==> src/rtl/wb_pkg.sv <==
// wb_pkg
// Shared definitions for the Wishbone register-bank slave: FSM state type,
// register index constants, the ID word, byte-select width and a helper that
// merges a byte-masked write into an existing register value.
package wb_pkg;

  typedef enum logic [1:0] {
    IDLE = 2'd0,
    WAIT = 2'd1,
    RESP = 2'd2
  } wb_slv_state_t;

  localparam logic [1:0]  REG_SCRATCH0 = 2'd0;
  localparam logic [1:0]  REG_SCRATCH1 = 2'd1;
  localparam logic [1:0]  REG_ID       = 2'd2;
  localparam logic [1:0]  REG_COUNT    = 2'd3;

  localparam logic [31:0] ID_VALUE     = 32'h5742_0001;
  localparam int          SEL_W        = 4;

  // Replace only the bytes of oldVal whose select bit is set.
  function automatic logic [31:0] mergeBytes(input logic [31:0]      oldVal,
                                             input logic [31:0]      newVal,
                                             input logic [SEL_W-1:0] sel);
    logic [31:0] merged;
    merged = oldVal;
    for (int b = 0; b < SEL_W; b++) begin
      if (sel[b]) merged[8*b +: 8] = newVal[8*b +: 8];
    end
    return merged;
  endfunction

endpackage

==> src/rtl/wb_slave_regs.sv <==
// wb_slave_regs
// Wishbone B4 classic slave with a four-word register bank (two byte-maskable
// scratch registers, a constant ID word and a count of ACK-terminated
// transfers) and a programmable number of wait states before termination.
// Unmapped word addresses are terminated with err_o and have no side effect.
//
// Ports:
//   clk_i   system clock
//   rst_ni  asynchronous active-low reset
//   cyc_i   bus cycle valid
//   stb_i   transfer request strobe
//   we_i    1 = write, 0 = read
//   adr_i   word address (ADDR_W bits, ADDR_W >= 2)
//   dat_i   write data
//   sel_i   byte enables, sel_i[n] covers dat_i[8n+7:8n]
//   dat_o   read data, non-zero only during the ack_o cycle of a read
//   ack_o   normal termination, one cycle
//   err_o   error termination for unmapped addresses, one cycle
module wb_slave_regs
  import wb_pkg::*;
#(
  parameter int          WAIT_STATES   = 0,
  parameter int          ADDR_W        = 4,
  parameter logic [31:0] RESET_SCRATCH = 32'h0000_0000
) (
  input  logic              clk_i,
  input  logic              rst_ni,
  input  logic              cyc_i,
  input  logic              stb_i,
  input  logic              we_i,
  input  logic [ADDR_W-1:0] adr_i,
  input  logic [31:0]       dat_i,
  input  logic [SEL_W-1:0]  sel_i,
  output logic [31:0]       dat_o,
  output logic              ack_o,
  output logic              err_o
);

  // The counter holds the number of WAIT edges still to pass; it is only
  // loaded when WAIT_STATES is non-zero, so the zero case never uses it.
  localparam logic [3:0] WAIT_LOAD = (WAIT_STATES > 0) ? 4'(WAIT_STATES - 1) : 4'd0;

  wb_slv_state_t     r_state;
  logic [3:0]        r_waitCnt;
  logic              r_we;
  logic [ADDR_W-1:0] r_adr;
  logic [31:0]       r_dat;
  logic [SEL_W-1:0]  r_sel;
  logic [31:0]       r_scratch0;
  logic [31:0]       r_scratch1;
  logic [31:0]       r_count;
  logic [31:0]       r_datOut;
  logic              r_ack;
  logic              r_err;

  logic              w_mapped;
  logic [1:0]        w_idx;
  logic              w_req;
  logic [31:0]       w_rdData;

  assign w_req    = cyc_i & stb_i;
  assign w_mapped = (32'(r_adr) < 32'd4);
  assign w_idx    = r_adr[1:0];

  // Read mux over the latched address; COUNT shows its pre-increment value
  // because the increment lands on the same edge that loads dat_o.
  always_comb begin
    w_rdData = 32'h0;
    case (w_idx)
      REG_SCRATCH0: w_rdData = r_scratch0;
      REG_SCRATCH1: w_rdData = r_scratch1;
      REG_ID:       w_rdData = ID_VALUE;
      REG_COUNT:    w_rdData = r_count;
      default:      w_rdData = 32'h0;
    endcase
  end

  // Request handshake, wait countdown and termination. The termination pulse
  // is raised on the edge leaving RESP, so it is visible while the FSM is
  // already back in IDLE; a master that drops stb_i on seeing ack_o is then
  // ready for its next request after two cycles at zero wait states.
  always_ff @(posedge clk_i or negedge rst_ni) begin
    if (!rst_ni) begin
      r_state   <= IDLE;
      r_waitCnt <= 4'd0;
      r_we      <= 1'b0;
      r_adr     <= '0;
      r_dat     <= 32'h0;
      r_sel     <= '0;
      r_ack     <= 1'b0;
      r_err     <= 1'b0;
      r_datOut  <= 32'h0;
    end else begin
      r_ack    <= 1'b0;
      r_err    <= 1'b0;
      r_datOut <= 32'h0;
      case (r_state)
        IDLE: begin
          if (w_req) begin
            r_we  <= we_i;
            r_adr <= adr_i;
            r_dat <= dat_i;
            r_sel <= sel_i;
            if (WAIT_STATES > 0) begin
              r_state   <= WAIT;
              r_waitCnt <= WAIT_LOAD;
            end else begin
              r_state <= RESP;
            end
          end
        end
        WAIT: begin
          if (!w_req) begin
            r_state <= IDLE;
          end else if (r_waitCnt == 4'd0) begin
            r_state <= RESP;
          end else begin
            r_waitCnt <= r_waitCnt - 4'd1;
          end
        end
        RESP: begin
          r_state <= IDLE;
          if (w_mapped) begin
            r_ack <= 1'b1;
            if (!r_we) r_datOut <= w_rdData;
          end else begin
            r_err <= 1'b1;
          end
        end
        default: r_state <= IDLE;
      endcase
    end
  end

  // Register bank: writes and the transfer count commit on the edge that
  // raises ack_o, using the request latched in IDLE.
  always_ff @(posedge clk_i or negedge rst_ni) begin
    if (!rst_ni) begin
      r_scratch0 <= RESET_SCRATCH;
      r_scratch1 <= RESET_SCRATCH;
      r_count    <= 32'h0;
    end else if (r_state == RESP && w_mapped) begin
      r_count <= r_count + 32'd1;
      if (r_we && w_idx == REG_SCRATCH0) r_scratch0 <= mergeBytes(r_scratch0, r_dat, r_sel);
      if (r_we && w_idx == REG_SCRATCH1) r_scratch1 <= mergeBytes(r_scratch1, r_dat, r_sel);
    end
  end

  assign dat_o = r_datOut;
  assign ack_o = r_ack;
  assign err_o = r_err;

endmodule

==> config.mk <==
export PLATFORM = sky130hd
export DESIGN_NAME = wb_slave_regs
export DESIGN_NICKNAME = d
export VERILOG_FILES = /design/src/rtl/wb_pkg.sv /design/src/rtl/wb_slave_regs.sv
export SDC_FILE = /design/constraint.sdc
export NUM_CORES = 1
export LEC_CHECK = 0
export ABC_AREA = 1
export CORE_UTILIZATION = 55
export CTS_CLUSTER_SIZE = 40
export DETAILED_ROUTE_END_ITERATION = 6
export PLACE_DENSITY = 0.79
export RECOVER_POWER = 100
export SYNTH_ARGS = -nofsm -noshare
export SYNTH_HDL_FRONTEND = slang
export SYNTH_SLANG_ARGS = --single-unit
==> constraint.sdc <==
create_clock -name clk_i -period 2.6 [get_ports clk_i]
set_input_delay 0.39 -clock clk_i [delete_from_list [all_inputs] [get_ports clk_i]]
set_output_delay 0.39 -clock clk_i [all_outputs]
set_load 0.005 [all_outputs]
==> results.cfg <==
[die]
io_pins = 79
die_x_um = 120
row_count = 42
die_area_mm2 = 0.0143
core_area_mm2 = 0.0134
initial_utilization_pct = 56.9
die_h_um = 120

[drt]
drc = 0
drtPass1Iterations = 5
drt_iter0_markers = 501
routed_wl_um = 16800
wl_per_cell_um = 14.6
vias = 6000
drtAntennaViolNets = 0
via_per_inst = 5.22

[clock_network]
cts.repair.resized = 0
cts_setup_buffers = 0
numCtsBuffers = 17
clock-sinks = 172
clockBufferDepth = 2
clk_pin_slew_ns = 0.06
cts.htree.levels = 4
cts_tree = yes
hold_buffers = 1
cts_root_buf = clkbuf_16
clk_latency_ns = 0.43

[final_layout]
nNetsFinal = 1009
final_cell_mix = nand2_1, dfrtp_1, inv_1
antennaDiodeCount = 0
drive_gt1_share_pct = 5.44
mostFrequentLayoutCell = nand2_1
area_growth_syn_to_layout_pct = 18.5

[sta]
maxSlewViolCount = 62
slew_headroom_pct = -11.1
rsz0062_at_grt = no
period_share_pct = 83.2
final-setup-viol-count = 0
finalSetupTns_ns = 0
hold_violations = 0
clock_skew_ns = 0.00872
max_freq_mhz = 463
min_period_ns = 2.16
worst_pin_slew_ns = 1.67

[worst_setup_path]
r2r_slack_ns = 0.44
worstReg2RegStart = r_adr[0]$_DFFE_PN0P_
worstPathCellList = nor2_4 > nand2_1 > clkbuf_1 > nor2_1 > nand2_1 > nand2_1
worst_path_max_delay_cell = nor2_1
cp-end-kind = flop
path_class = reg2reg
slowest_delay_ns = 0.51
required_ns = 2.97
path_common_cell = nand2_1
crit_arrival_ns = 2.53
r2r_cells = 6
worst-path-max-fanout = 16
critPathLaunchType = flop
rr_endpoint = r_scratch0[6]$_DFFE_PN0P_

[placed_design]
gp_congestion = 0.894
hpwl_um = 11600
portBuffers = 78

[global_route]
grt_pass1_vias = 5809
grt_use_met2_pct = 38.8
antenna_found_initial = 0
grt_max_degree = 64
grt-ovfl-total = 0
grt_pass1_wl_um = 28300
met3_usage_pct = 5.47
grt_use_total_pct = 25.7
busiest_layer = met2
grt_use_met1_pct = 36.7

[logic_synthesis]
synth.avg_cell_area_um2 = 8.61
syn_nets = 931
ys_top_cells_by_area = dfrtp_1, nand2_1, inv_1
synth_seq_cells = 172
synth_area_leader_cell = dfrtp_1
yosys_warnings = 0
netlist_area_mm2 = 0.00762
seq_area_frac_synth_pct = 56.5
ys_types = 29
synth_top_area_share_pct = 56.5
synth_cells = 885

[min_path]
hold_path_end = r_count[31]$_DFFE_PN0N_
hp-start = r_count[31]$_DFFE_PN0N_
hold_depth = 2
holdCritPathClass = reg2reg

[job]
maxCapViolCount = 1

[run_status]
status = finished with violations
violations = max-capacitance violations, max-slew violations

[power]
p_leak_nw = 4.61
p_per_area_mw_per_mm2 = 681
power_mw = 6.15
peakVddDrop_uv = 482
==> cell families after synthesis <==
group	share of synthesized area (%)
AOI/OAI and AO/OA	9.44
DFF	56.5
xor gates and xnor gates	2.41
buffers and inverters	8.47
adders and majority gates	0.164
and+or+nand+nor	23.0
==> how the worst max path moves through the flow <==
stage                              start                          to  slack [ns]  cells past startpoint
detailed placement  r_adr[0]$_DFFE_PN0P_  r_scratch0[13]$_DFFE_PN0P_        0.71                      5
global route        r_adr[0]$_DFFE_PN0P_  r_scratch1[13]$_DFFE_PN0P_        0.30                      6
floorplan           r_adr[2]$_DFFE_PN0P_     r_count[30]$_DFFE_PN0N_        1.23                      8
CTS                 r_adr[0]$_DFFE_PN0P_         dat_o[20]$_DFF_PN0_        0.70                      7
global placement                   cyc_i       r_dat[26]$_DFFE_PN0P_        0.78                      6
finish              r_adr[0]$_DFFE_PN0P_   r_scratch0[6]$_DFFE_PN0P_        0.44                      6
==> power by group <==
part	switching [mW]	internal [mW]	leakage, nW
Combinational	0.445	0.251	2.02
Clock	0.989	1.38	0.269
Sequential	0.168	2.92	2.32
Total	1.60	4.55	4.61
==> layer usage <==
layer / vias to the layer above / part of all wire [%]
met5: - / 0
met4: 0 / 1.9
met3: 24 / 5.5
met2: 193 / 47
met1: 2861 / 46
li1: 2922 / -
==> sequential cells by signal, indices dropped and copies added (netlist names) <==
signal / count
r_adr: 4
err_o: 1
r_scratch1: 32
r_scratch0: 32
r_dat: 32
r_sel: 4
r_state: 1
ack_o: 1
r_we: 1
r_count: 32
dat_o: 32
==> per-stage QoR <==
stage	instance area, um2	hold WS (ns)	cells	setup WS, ns	util [%]
2_1_floorplan	7620	0.0944	885	1.23	-
3_3_place_gp	8560	0.419	1119	0.777	63.9
3_5_place_dp	8560	0.424	1119	0.710	63.9
4_1_cts	9120	0.485	1150	0.705	68.0
5_1_grt	9030	0.515	1150	0.299	67.4
6_report	9030	0.479	1150	0.438	67.4
==> area by class of cell <==
cell class,count,area [um2]
inverter,127,477
clock inverter,7,66.3
clock buffer,23,478
fill,1064,4370
timing repair buffer,90,882
tap,176,220
multi-input combinational,555,2600
sequential,172,4300
==> worst max-delay path: cells and delay by family (launching register included) <==
| kind | cells | cell delay (ns) |
|---|---|---|
| simple gates | 5 | 1.34 |
| flops | 1 | 0.40 |
| buf+inv | 1 | 0.35 |
==> Yosys cell counts, drive strengths merged <==
master and count:
nand2 315, buf 23, dfrtp 172, a21oi 3, nand4 12, nor3 14, o22ai 9, nor3b 1
o211ai 9, nand3b 2, inv 127, xor2 17, xnor2 4, o21ai 86, ha 1, o221ai 9
clkbuf 8, a221oi 3, nand3 19, nor2 51
No activity file was read; power rests on OpenSTA's default activity.
==> variant 1: new RTL, same settings <==
`SEL_W`: 4 -> 2.
--- a/src/rtl/wb_pkg.sv
+++ b/src/rtl/wb_pkg.sv
@@ -16,7 +16,7 @@
   localparam logic [1:0]  REG_COUNT    = 2'd3;
 
   localparam logic [31:0] ID_VALUE     = 32'h5742_0001;
-  localparam int          SEL_W        = 4;
+  localparam int          SEL_W        = 2;
 
   // Replace only the bytes of oldVal whose select bit is set.
   function automatic logic [31:0] mergeBytes(input logic [31:0]      oldVal,
Interface: changed (resized sel_i); port bits go from 79 to 77. The function was not compared with the original's and may differ.
==> variant 1 against the original RTL <==
Total power shrank 20%; non-clock buffer count shrank 24; sequential cell count decreased by 50; synthesized area shrank 28%; routed wire length shrank 30%; clock power is 4% lower; setup slack better by 0.059 ns; final area down 26%; count of clock-buffer cells in the layout increased by 3; largest power group is now clock.
==> variant 1: results (changes against the original RTL) <==
.. list-table::
   :header-rows: 1

   * - Metric
     - Value
   * - Run status
     - finished, final reports clean
   * - Crit path largest cell delay
     - 0.38 ns (-0.13 ns)
   * - Origin of the worst min-delay path
     - dat_i[3]
   * - Vias per std cell
     - 5.14 (-1.5%)
   * - Fraction of the yosys area taken by sequential cells
     - 55.5% (-1.0 points)
   * - Count of buffers from port buffering
     - 60 (-23%)
   * - Antenna violations before repair
     - 0 (unchanged)
   * - Cells taking the most area after synthesis
     - dfrtp_1, nand2_1, inv_1
   * - Post-synth top cells
     - nand2_1, dfrtp_1, inv_1, nor2_1, o21ai_0
   * - Hold Path Class
     - in2reg
   * - Largest net degree at the start of global routing
     - 58 (-9.4%)
   * - Syn Nets
     - 670 (-28%)
   * - Setup slack at placement
     - 0.618 ns (-0.0918 ns)
   * - ANT cells
     - 0 (unchanged)
   * - RePlAce Congestion
     - 0.937 (+4.9%)
   * - Worst IR drop on VDD
     - 362 uV (-25%)
   * - Total wire length after detailed routing
     - 11700 um (-30%)
   * - Worst R2R End
     - r_count[23]
   * - DR iter-0 viols
     - 277 (-45%)
   * - CTS resizes
     - 0 (unchanged)
   * - Leak Pwr
     - 3.36 nW (-27%)
   * - Critical path's slowest cell
     - dfrtp_1
   * - Worst-case register-to-register setup slack
     - 0.50 ns (+0.06 ns)
   * - Placed instance count
     - 808 (-28%)
   * - Worst r2r src
     - r_adr[2]
   * - Hold EP
     - r_dat[3]
   * - Hold path cells
     - 3 (+1)
   * - HPWL Detailed
     - 7930 um (-32%)
   * - Async SR Flop Fraction
     - 100% (unchanged)
   * - Layout Nets
     - 739 (-27%)
   * - Least-Margin Pin Slew
     - 0.934 ns (-0.732 ns)
   * - Cell internal pwr
     - 3.68 mW (-19%)
   * - Share of layout cells above drive strength 1
     - 7.20% (+1.8 points)
   * - Post-detailed-placement cell area
     - 6210 um^2 (-27%)
   * - Number of global-route vias before repair
     - 4325 (-26%)
   * - Signal arrival time at the worst endpoint
     - 2.51 ns (-0.02 ns)
   * - Global-route wire length before repair
     - 19900 um (-29%)
   * - Fill cell total of the finished layout
     - 781 (-27%)
   * - Number of iterations in the first detailed-routing pass
     - 5 (unchanged)
   * - Post-detailed-route wirelength per cell
     - 14.0 um (-4.7%)
   * - Post-CTS setup-driven buffer insertion count
     - 0 (unchanged)
   * - Number of buffers inserted by hold repair at cts
     - 1 (unchanged)
   * - Post-route clock skew
     - 0.00787 ns (-0.000844 ns)
   * - Average size of a mapped cell
     - 8.79 um^2 (+2.1%)
   * - Total Routing Usage GR
     - 25.3% (-0.34 points)
   * - Highest net fanout along the worst path
     - 12 (-4)
   * - Library cells used by synthesis
     - 33 (+14%)
   * - Root Driver
     - clkbuf_8
   * - Cell family with most CP delay
     - simple AND/OR/NAND/NOR gates
   * - H-Tree Depth
     - 4 (unchanged)
   * - Clock latency on the worst-skew pair
     - 0.52 ns (+0.09 ns)
   * - Number of cells on the worst reg-to-reg path
     - 8 (+2)
==> variant 1: changes by cell type after synthesis, sizes merged, moves of 5 or more <==
cell | unedited run | this run
nand2 | 315 | 225
dfrtp | 172 | 122
o21ai | 86 | 39
inv | 127 | 81
buf | 23 | 12
o22ai | 9 | 3
a21oi | 3 | 8
==> variant 1: area by class of cell <==
class / count / share of cell area [%]
inverters: 82 / 4.65
flip-flops and latches: 122 / 45.8
well taps: 133 / 2.49
multi-input cells: 406 / 28.9
repair buffers: 66 / 9.60
clock inverters: 6 / 1.29
clock buffers: 26 / 7.32
==> variant 1: metrics by stage <==
| stage | hold slack [ns] | util [%] |
|---|---|---|
| after floorplan | 0.0944 | - |
| after global placement | 0.391 | 63.8 |
| after detailed placement | 0.394 | 63.8 |
| after CTS | 0.390 | 69.8 |
| after global routing | 0.398 | 68.6 |
| final | 0.399 | 68.6 |
==> variant 1: worst max path at each step <==
stage,to,cells past startpoint,startpoint,slack [ns]
after floorplan,r_count[22],10,r_count[1],1.25
after global placement,r_adr[1],4,stb_i,0.74
after detailed placement,r_adr[1],4,stb_i,0.62
after CTS,r_scratch0[2],7,r_adr[2],0.65
after global routing,r_scratch1[13],6,r_adr[2],0.29
final,r_count[23],8,r_adr[2],0.50
==> variant 1: per-layer routing <==
layer  vias to the layer above  part of all wire, %  global-route usage, %
met5                         -                    0                      0
met4                         0                  2.5                   11.1
met3                        26                  3.9                   6.36
met2                       118                   50                   42.6
met1                      2087                   43                   31.0
li1                       2091                    -                      -
==> variant 1: tightest hold or removal path, delay by kind of cell <==
kind	cells	cell delay, ns
buffers and inverters	1	0.39
AND/OR/NAND/NOR	2	0.10
==> variant 1: cell families (layout without fill, tap and decap cells) <==
logic type,Yosys count,after routing,synth area share (%)
XOR/XNOR,21,21,3.34
AND/OR/NAND/NOR,321,321,26.8
flip-flops,122,122,55.5
AO/OA/AOI/OAI,63,63,6.52
buffers and inverters,98,180,7.66
adder cells (fa/ha/maj),1,1,0.227
==> variant 1: power groups by stage <==
| stage | combinational [mW] | sequential, mW | clock, mW |
|---|---|---|---|
| final | 0.432 | 2.20 | 2.28 |
| after global routing | 0.493 | 2.21 | 2.37 |
| after CTS | 0.463 | 2.20 | 2.29 |
| after detailed placement | 0.453 | 2.23 | 0 |
| after global placement | 0.433 | 2.22 | 0 |
| after floorplan | 0.308 | 2.18 | 0 |
==> variant 2: new RTL, same settings <==
Made on the original files. Register the output `err_o` once more, cleared by the reset; this adds one clock of latency there. The other outputs are not delayed to match. Comments in the files are not updated.
--- a/src/rtl/wb_slave_regs.sv
+++ b/src/rtl/wb_slave_regs.sv
@@ -148,7 +148,13 @@
 
   assign dat_o = r_datOut;
   assign ack_o = r_ack;
-  assign err_o = r_err;
+  always_ff @(posedge clk_i or negedge rst_ni) begin
+    if (!rst_ni) begin
+      err_o <= '0;
+    end else begin
+      err_o <= r_err;
+    end
+  end
 
 endmodule
 
Behaviour: not the same (Yosys sat finds a counterexample within 4 cycles, from zero or initial values and one cycle with rst_ni low).
==> variant 2 against the original RTL <==
The flow still finishes with violations (max-capacitance violations, max-slew violations); sequential cell count up 1; combinational power down 0.7%; setup slack better by 0.087 ns; synthesized area up 0.33%; first-iteration DRC count up 17%; total power up 0.95%; routed wire length up 3.7%; utilization up 0.56 points; clock skew up 0.0045 ns; die area up 0.32%; non-clock buffer count up 3; final area up 0.83%; largest cell class unchanged; highest routed layer unchanged.
==> variant 2: results (changes against the original RTL) <==
.. list-table::
   :header-rows: 1

   * - Metric
     - Value
   * - Worst-case register-to-register setup slack
     - 0.52 ns (+0.09 ns)
   * - Post-route clock skew
     - 0.0132 ns (+0.00453 ns)
   * - Layout Nets
     - 1013 (+0.40%)
   * - Largest net degree at the start of global routing
     - 61 (-4.7%)
   * - Setup slack at placement
     - 0.786 ns (+0.0763 ns)
   * - HPWL Detailed
     - 12000 um (+2.8%)
   * - Post-synth top cells
     - nand2_1, dfrtp_1, inv_1, o21ai_0, o21ai_1
   * - Syn Nets
     - 932 (+0.11%)
   * - Total Routing Usage GR
     - 27.1% (+1.4 points)
   * - Global-route wire length before repair
     - 29300 um (+3.8%)
   * - Minimum clock period after layout
     - 2.08 ns (-0.0866 ns)
   * - Critical path's slowest cell
     - dfrtp_1
   * - Fraction of the yosys area taken by sequential cells
     - 56.6% (+0.14 points)
   * - RePlAce Congestion
     - 0.878 (-1.7%)
   * - Max Transition Viols Final
     - 59 (-4.8%)
   * - Post-detailed-placement cell area
     - 8600 um^2 (+0.45%)
   * - Share of layout cells above drive strength 1
     - 5.61% (+0.17 points)
   * - Number of cells on the worst reg-to-reg path
     - 5 (-1)
   * - Worst IR drop on VDD
     - 487 uV (+1.2%)
   * - Maximum buffer depth of the clock tree
     - 2 (unchanged)
   * - Hold path cells
     - 0 (-2)
   * - Average size of a mapped cell
     - 8.63 um^2 (+0.22%)
   * - Number of iterations in the first detailed-routing pass
     - 6 (+1)
   * - Leak Pwr
     - 4.66 nW (+0.99%)
   * - Rel. slew slack
     - -4.22% (+6.9 points)
   * - Max-cap violations
     - 1 (unchanged)
   * - Run status
     - finished with violations
   * - Total wire length after detailed routing
     - 17500 um (+3.7%)
   * - Placed instance count
     - 1123 (+0.36%)
   * - Cells taking the most area after synthesis
     - dfrtp_1, nand2_1, inv_1
   * - Crit path largest cell delay
     - 0.59 ns (+0.08 ns)
   * - Fill cell total of the finished layout
     - 1056 (-0.75%)
   * - Signal arrival time at the worst endpoint
     - 2.36 ns (-0.17 ns)
   * - Number of global-route vias before repair
     - 5888 (+1.4%)
   * - Post-detailed-route wirelength per cell
     - 15.1 um (+3.2%)
   * - Violations in the final reports
     - max-capacitance violations, max-slew violations
   * - Total vias in the final route
     - 6074 (+1.2%)
[variant 2: cell types whose count changed in the layout (fill, tap and decap cells not counted), moves of 2 or more]
cell / change
nand2_1: -3
buf_4: +2
nand2_2: +3
o21ai_0: -9
clkbuf_1: +3
clkbuf_2: -3
o21ai_1: +9
clkinvlp_4: +2
[variant 2: logic make-up (layout without fill, tap and decap cells)]
kind of cell               count (synthesis)  count (layout)  synth area share [%]
and+or+nand+nor                          414             414                  23.3
xor gates and xnor gates                  21              21                  2.41
adders and majority gates                  1               1                 0.164
DFF                                      173             173                  56.6
buffers and inverters                    158             252                  8.69
AOI/OAI and AO/OA                        119             119                  8.82
[variant 2: layer usage]
layer,part of all wire (%),global-route usage (%),vias up
li1,-,-,2921
met1,45,38.1,2883
met2,46,41.3,234
met3,6.0,4.47,36
met4,2.7,13.0,0
met5,0,0,-
[variant 2: where the power goes]
group	internal [mW]	switching [mW]	leakage [nW]
logic	0.256	0.436	2.06
registers	2.94	0.182	2.33
clock network	1.37	1.03	0.266
[variant 2: path summary, 6_finish.rpt]
path                       startpoint             end
setup / recovery             r_adr[0]  r_scratch1[22]
setup reg to reg             r_adr[0]  r_scratch1[22]
hold / removal                  r_err           err_o
max in group asynchronous      rst_ni  r_scratch0[17]
min in group asynchronous      rst_ni       r_dat[14]
hold reg to reg                 r_err           err_o
[variant 2: worst register-to-register path, stage by stage (launching register included)]
cell and delay [ns]:
dfrtp_1 0.59, inv_1 0.29, nor2_8 0.20, nand2_4 0.15, nor2_2 0.52, o21ai_0 0.18
[variant 2: area by class of cell]
class                      count  area (um^2)  share of cell area (%)
timing repair buffer          93          913                    10.0
tap                          176          220                    2.42
sequential                   173         4330                    47.6
clock inverter                10         90.1                   0.990
inverter                     127          477                    5.24
multi-input combinational    555         2610                    28.7
clock buffer                  22          464                    5.10
